==> src/rtl/fetch_unit.sv <==
// fetch_unit: instruction fetch with prefetch FIFO, in-order memory requests and redirect squash; FETCH_BYPASS_EN enables zero-latency response bypass
module fetch_unit #(
    parameter logic [31:0] RESET_PC   = 32'h0000_0000,
    parameter int          FIFO_DEPTH = 2
) (
    input  logic        clk,
    input  logic        rst,
    input  logic        i_redirect,
    input  logic [31:0] i_redirect_pc,
    output logic        o_mem_req_valid,
    input  logic        i_mem_req_ready,
    output logic [31:0] o_mem_addr,
    input  logic        i_mem_resp_valid,
    input  logic [31:0] i_mem_resp_data,
    output logic        o_valid,
    input  logic        i_ready,
    output logic [31:0] o_insn,
    output logic [31:0] o_pc
);
    localparam int AW = $clog2(FIFO_DEPTH);
    localparam int CW = AW + 1;
    localparam logic [CW:0] DEPTH_C = (CW + 1)'(FIFO_DEPTH);

    logic [31:0]   pc;
    logic [CW-1:0] inflight, drop, count;
    logic [AW-1:0] tag_rd, tag_wr, rd_ptr, wr_ptr;
    logic [31:0]   tag_q  [FIFO_DEPTH];
    logic [31:0]   insn_q [FIFO_DEPTH];
    logic [31:0]   pc_q   [FIFO_DEPTH];
    logic          req_fire, fifo_empty, accept, bypass, push, pop, unused;

    assign unused          = ^i_redirect_pc[1:0];
    assign o_mem_req_valid = !rst && !i_redirect && ({1'b0, inflight} + {1'b0, count} < DEPTH_C);
    assign o_mem_addr      = pc;
    assign req_fire        = o_mem_req_valid && i_mem_req_ready;
    assign fifo_empty      = count == '0;
    assign accept          = i_mem_resp_valid && !i_redirect && drop == '0;
`ifdef FETCH_BYPASS_EN
    assign bypass          = accept && fifo_empty && !rst;
`else
    assign bypass          = 1'b0;
`endif
    assign push            = accept && !(bypass && i_ready);
    assign pop             = !fifo_empty && i_ready;
    assign o_valid         = !fifo_empty || bypass;
    assign o_insn          = bypass ? i_mem_resp_data : insn_q[rd_ptr];
    assign o_pc            = bypass ? tag_q[tag_rd] : pc_q[rd_ptr];

    // fetch PC, outstanding-request count and stale-response drop count
    always_ff @(posedge clk) begin
        if (rst) begin
            pc       <= RESET_PC;
            inflight <= '0;
            drop     <= '0;
        end else begin
            pc       <= i_redirect ? {i_redirect_pc[31:2], 2'b00} : req_fire ? pc + 32'd4 : pc;
            inflight <= inflight + CW'(req_fire) - CW'(i_mem_resp_valid);
            drop     <= i_redirect ? inflight - CW'(i_mem_resp_valid) : drop - CW'(i_mem_resp_valid && drop != '0);
        end
    end

    // pc tag of every in-flight request, retired in response order
    always_ff @(posedge clk) begin
        if (rst) begin
            tag_rd <= '0;
            tag_wr <= '0;
        end else begin
            if (req_fire) begin
                tag_q[tag_wr] <= pc;
                tag_wr        <= tag_wr + AW'(1);
            end
            if (i_mem_resp_valid)
                tag_rd <= tag_rd + AW'(1);
        end
    end

    // prefetch FIFO of {insn, pc}; emptied by redirect
    always_ff @(posedge clk) begin
        if (rst) begin
            rd_ptr <= '0;
            wr_ptr <= '0;
            count  <= '0;
            for (int i = 0; i < FIFO_DEPTH; i++) begin
                insn_q[i] <= '0;
                pc_q[i]   <= '0;
            end
        end else if (i_redirect) begin
            rd_ptr <= '0;
            wr_ptr <= '0;
            count  <= '0;
        end else begin
            if (push) begin
                insn_q[wr_ptr] <= i_mem_resp_data;
                pc_q[wr_ptr]   <= tag_q[tag_rd];
                wr_ptr         <= wr_ptr + AW'(1);
            end
            if (pop)
                rd_ptr <= rd_ptr + AW'(1);
            count <= count + CW'(push) - CW'(pop);
        end
    end

`ifndef SYNTHESIS
    // a response must always match an outstanding request
    always_ff @(posedge clk) begin
        if (!rst)
            assert (!(i_mem_resp_valid && inflight == '0));
    end
`endif
endmodule

==> config.mk <==
export PLATFORM = sky130hd
export DESIGN_NAME = fetch_unit
export DESIGN_NICKNAME = d
export VERILOG_FILES = /design/src/rtl/fetch_unit.sv
export SDC_FILE = /design/constraint.sdc
export NUM_CORES = 1
export LEC_CHECK = 0
export CELL_PAD_IN_SITES_DETAIL_PLACEMENT = 1
export CELL_PAD_IN_SITES_GLOBAL_PLACEMENT = 1
export CORE_MARGIN = 2
export CORE_UTILIZATION = 43
export CTS_CLUSTER_DIAMETER = 60
export DETAILED_ROUTE_END_ITERATION = 12
export PLACE_DENSITY_LB_ADDON = 0.3
export SYNTH_ARGS = -nofsm -noshare
export SYNTH_HDL_FRONTEND = slang
export SYNTH_SLANG_ARGS = --single-unit
==> constraint.sdc <==
create_clock -name clk -period 5.6 [get_ports clk]
set_input_delay 1.12 -clock clk [delete_from_list [all_inputs] [get_ports clk]]
set_output_delay 1.12 -clock clk [all_outputs]
set_load 0.01 [all_outputs]
# == After elaboration in Yosys (flattened, before gate mapping) ==
# Memory sizes are Yosys's and may differ from the RTL's. A register that Yosys moved wholly into a read port is not among the register bits.
# Index checks and enable logic that the tools add are counted.
# word_totals
memories,3
regBits,42
out_inout_bits,98
elab_cells,66
mem_bits_rw,192
# op_classes
order_cmp,1
reduce_logical,17
mux,24
addsub,12
# mem_list
name,words,word_bits,read_ports,rd_clocked_by_memory_dff,write_ports,line,rtl
insn_q,2,32,1,1,2,28,logic [31:0] insn_q [FIFO_DEPTH];
pc_q,2,32,1,1,2,29,logic [31:0] pc_q [FIFO_DEPTH];
tag_q,2,32,1,1,1,27,logic [31:0] tag_q [FIFO_DEPTH];
# op_table
operator,count
32-bit 2-to-1 mux,4
32-bit OR reduction,2
"32-bit by 3-bit adder with 32-bit output, second input constant",1
1-bit 2-to-1 mux,19
2-bit by 1-bit subtractor with 2-bit output,4
1-bit logical AND,7
"1-bit adder, second input constant",4
2-bit by 1-bit adder with 2-bit output,2
2-bit zero test,2
2-bit nonzero test,2
2-bit by 2-bit adder with 3-bit output,1
1-bit zero test,3
"3-bit by 2-bit < comparator with 1-bit output, second input constant",1
2-bit 2-to-1 mux,1
2-bit OR reduction,1

# == Depth between registers and ports, before layout ==
# logic_depth
word_depth,9
depth_mapped,12

# == Worst setup path after synthesis ==
# OpenSTA, ideal clock, no wires.
# synth_path
kind,input-to-reg
start,in i_redirect
end,"mem insn_q[0][0], enable pin"
setup_time_ps,495
stages,5
t_arrival_ps,4763
setup_slack_ps,342
cell_sequence,inv_1 clkbuf_1 buf_1 nand3_1 o21bai_1
# synth_lines
element,line,rtl
start: declaration,8,"input logic i_redirect,"
end: declaration,28,

==> flow_metrics.py <==
metrics = {
    "timing": {
        "report.final.slew_viol_count": 0,
        "max_freq_mhz": 247.8,
        "min_period_ns": 4.036,
        "worst_hold_slack_ns": 0.5139,
        "min_period_over_period": 0.7207,
        "rsz0062_at_grt": "no",
        "setup_viol": 0,
        "finalHoldViolations": 0,
        "max_slew_margin": 0.1468,
        "worst_pin_slew_ns": 1.276,
        "fin_skew_ns": 0.01928,
        "finalSetupTns_ns": 0,
    },
    "critical_path": {
        "critPathSlowestCell": "dfxtp_2",
        "cp_max_fo": 38,
        "critPathCaptureType": "output port",
        "worstPathRequired_ns": 4.48,
        "path_cells": "buf_4 -> mux2_2 -> clkdlybuf4s50_1",
        "arrival_ns": 2.92,
        "critPathMaxStageDelay_ns": 0.98,
        "crit_path_start_kind": "flop",
        "regToRegSetupSlack_ns": 2.29,
        "path_class": "reg2out",
    },
    "routing": {
        "final_antenna_net_count": 0,
        "drtIter0Drc": 318,
        "route.vias.total": 6290,
        "firstDrtPassIters": 4,
        "avgViaCountPerCell": 5.304,
        "postRouteWirelength_mm": 24.20,
        "drc_errors": 0,
        "wl_per_cell_um": 20.41,
    },
    "final_layout": {
        "drive_gt1_frac": 0.1487,
        "layout_commonest_cell": "edfxtp_1",
        "most-common-layout-cells": "184 x edfxtp_1, 161 x clkdlybuf4s50_1, 89 x nor2_1, 68 x and2_1, 63 x mux2_2",
        "area_growth_pct": 27.67,
        "antenna_cells": 0,
        "fin_nets": 961,
        "fin_area_um2": 12430,
    },
    "logic_synthesis": {
        "yosysTopAreaCell": "edfxtp_1",
        "synth_edf_count": 184,
        "yosysUniqueCellTypes": 47,
        "async_flop_share": 0,
        "syn_area_um2": 9736,
        "synth_seq_cells": 226,
        "synth_ff_type": "edfxtp_1",
        "syn-instance-count": 723,
        "syn_avg_cell_area_um2": 13.47,
        "netlist.area_leader.share": 0.5675,
        "ys_seq_area_frac": 0.6539,
        "synth_area_leaders": "edfxtp_1 57%, dfxtp_1 8.6%, mux2_2 7.3%, and2_1 4.4%, nor2_1 3.5%",
        "synth_warnings": 0,
    },
    "job": {
        "drv_cap": 0,
    },
    "global_routing": {
        "antenna_found_initial": 0,
        "first_global_vias": 6942,
        "grt_max_degree": 50,
        "grt_usage": 0.2035,
        "grt_overflow_total": 0,
        "grt_pass1_wl_mm": 38.40,
    },
    "floorplanning": {
        "initial_core_util": 0.4340,
        "dieWidth_um": 154.5,
        "io_pins": 168,
        "core_um2": 22430,
        "rows": 55,
        "die-area_um2": 23860,
        "fp.dieH_um": 154.5,
    },
    "pwr": {
        "p_total_mw": 3.986,
        "power.density_nw_per_um2": 320.7,
        "leakage_nw": 4.435,
        "ir_drop_mv": 0.1791,
    },
    "clock_network": {
        "cts_tree": "built",
        "cts-resized-gates": 0,
        "htree_num_levels": 1,
        "worst_skew_pair.late_latency_ns": 0.52,
        "cts_max_path_buffers": 3,
        "tritoncts_num_sinks": 226,
        "numCtsBuffers": 24,
        "cts_root_buf": "clkbuf_16",
        "cts_setup_buffers": 0,
        "cts_hold_buffers": 0,
        "clk_pin_slew_ns": 0.06,
    },
    "placement": {
        "routabilityCongestion": 0.7659,
        "placed_area_um2": 11660,
        "dp_hpwl_mm": 15.69,
        "io_buffers": 161,
    },
    "worst_hold_path": {
        "hold_path_class": "reg2reg",
    },
    "outcome": {
        "status": "completed",
    },
}
[Yosys cell counts, types with 10 or more instances]
master / number
a211oi_1: 11
a21oi_1: 17
and2_1: 68
clkbuf_1: 25
dfxtp_1: 42
edfxtp_1: 184
mux2_2: 63
mux2i_1: 30
nand2_1: 31
nand3_1: 10
nand4_1: 13
nor2_1: 90
nor3_1: 12
xnor2_1: 27
[where the power goes]
| group | switching (mW) | internal (mW) |
|---|---|---|
| registers | 0.0732 | 1.91 |
| logic | 0.204 | 0.227 |
| clock network | 0.648 | 0.921 |
| total | 0.926 | 3.06 |
[worst paths after layout]
kind	from	endpoint	cells past startpoint
setup reg to reg	inflight[0]	tag_q[0][28]	7
setup / recovery	flop	o_pc[10]	3
hold / removal	tag_rd	flop	2
hold reg to reg	tag_rd	flop	2
[metal layers]
metal | vias up | GRT usage | share of wire
li1 | 2927 | - | -
met1 | 3149 | 0.2657 | 0.42
met2 | 176 | 0.3548 | 0.50
met3 | 38 | 0.03418 | 0.056
met4 | 0 | 0.05115 | 0.019
met5 | - | 0 | 0
[registers in the layout (all words and copies together), names as in the netlist, named ones only]
name        flops
tag_q          60
wr_ptr          1
pc_q           60
count           2
drop            2
rd_ptr          1
insn_q         64
tag_rd          1
o_mem_addr     30
inflight        2
tag_wr          1
[worst max-delay path, delay by kind of cell (launching register included)]
| family | cells | cell delay (ns) |
|---|---|---|
| buffers and inverters | 2 | 0.98 |
| muxes | 1 | 0.42 |
| DFF | 1 | 0.98 |
[cells by family (layout without fill, tap and decap cells)]
kind of cell,after synthesis,after routing,share of synthesized area
compound gates,47,47,0.03200
xor+xnor,35,35,0.03149
fa+ha+maj,8,8,0.01105
buf+inv,53,228,0.02455
flops,226,226,0.6539
mux,93,93,0.1037
other cells,1,4,0.0003852
simple gates,260,260,0.1429
[layout make-up]
class,count,area (um2)
Clock inverter,13,113.9
Tap cell,285,356.6
Clock buffer,31,658.1
Sequential cell,226,6369
Inverter,10,37.54
Timing Repair Buffer,174,1722
Multi-Input combinational cell,447,3173
Fill cell,2232,10000
[per-stage QoR]
| stage | instances | util | worst slack (ns) |
|---|---|---|---|
| 5_1_grt | 1186 | 0.5540 | 1.395 |
| 6_report | 1186 | 0.5540 | 1.564 |
| 4_1_cts | 1186 | 0.5540 | 1.522 |
| 2_1_floorplan | 726 | - | 0.3421 |
| 3_5_place_dp | 1142 | 0.5196 | 1.579 |
| 3_3_place_gp | 1142 | 0.5196 | 1.650 |
Power figures use the tool's default switching activity.
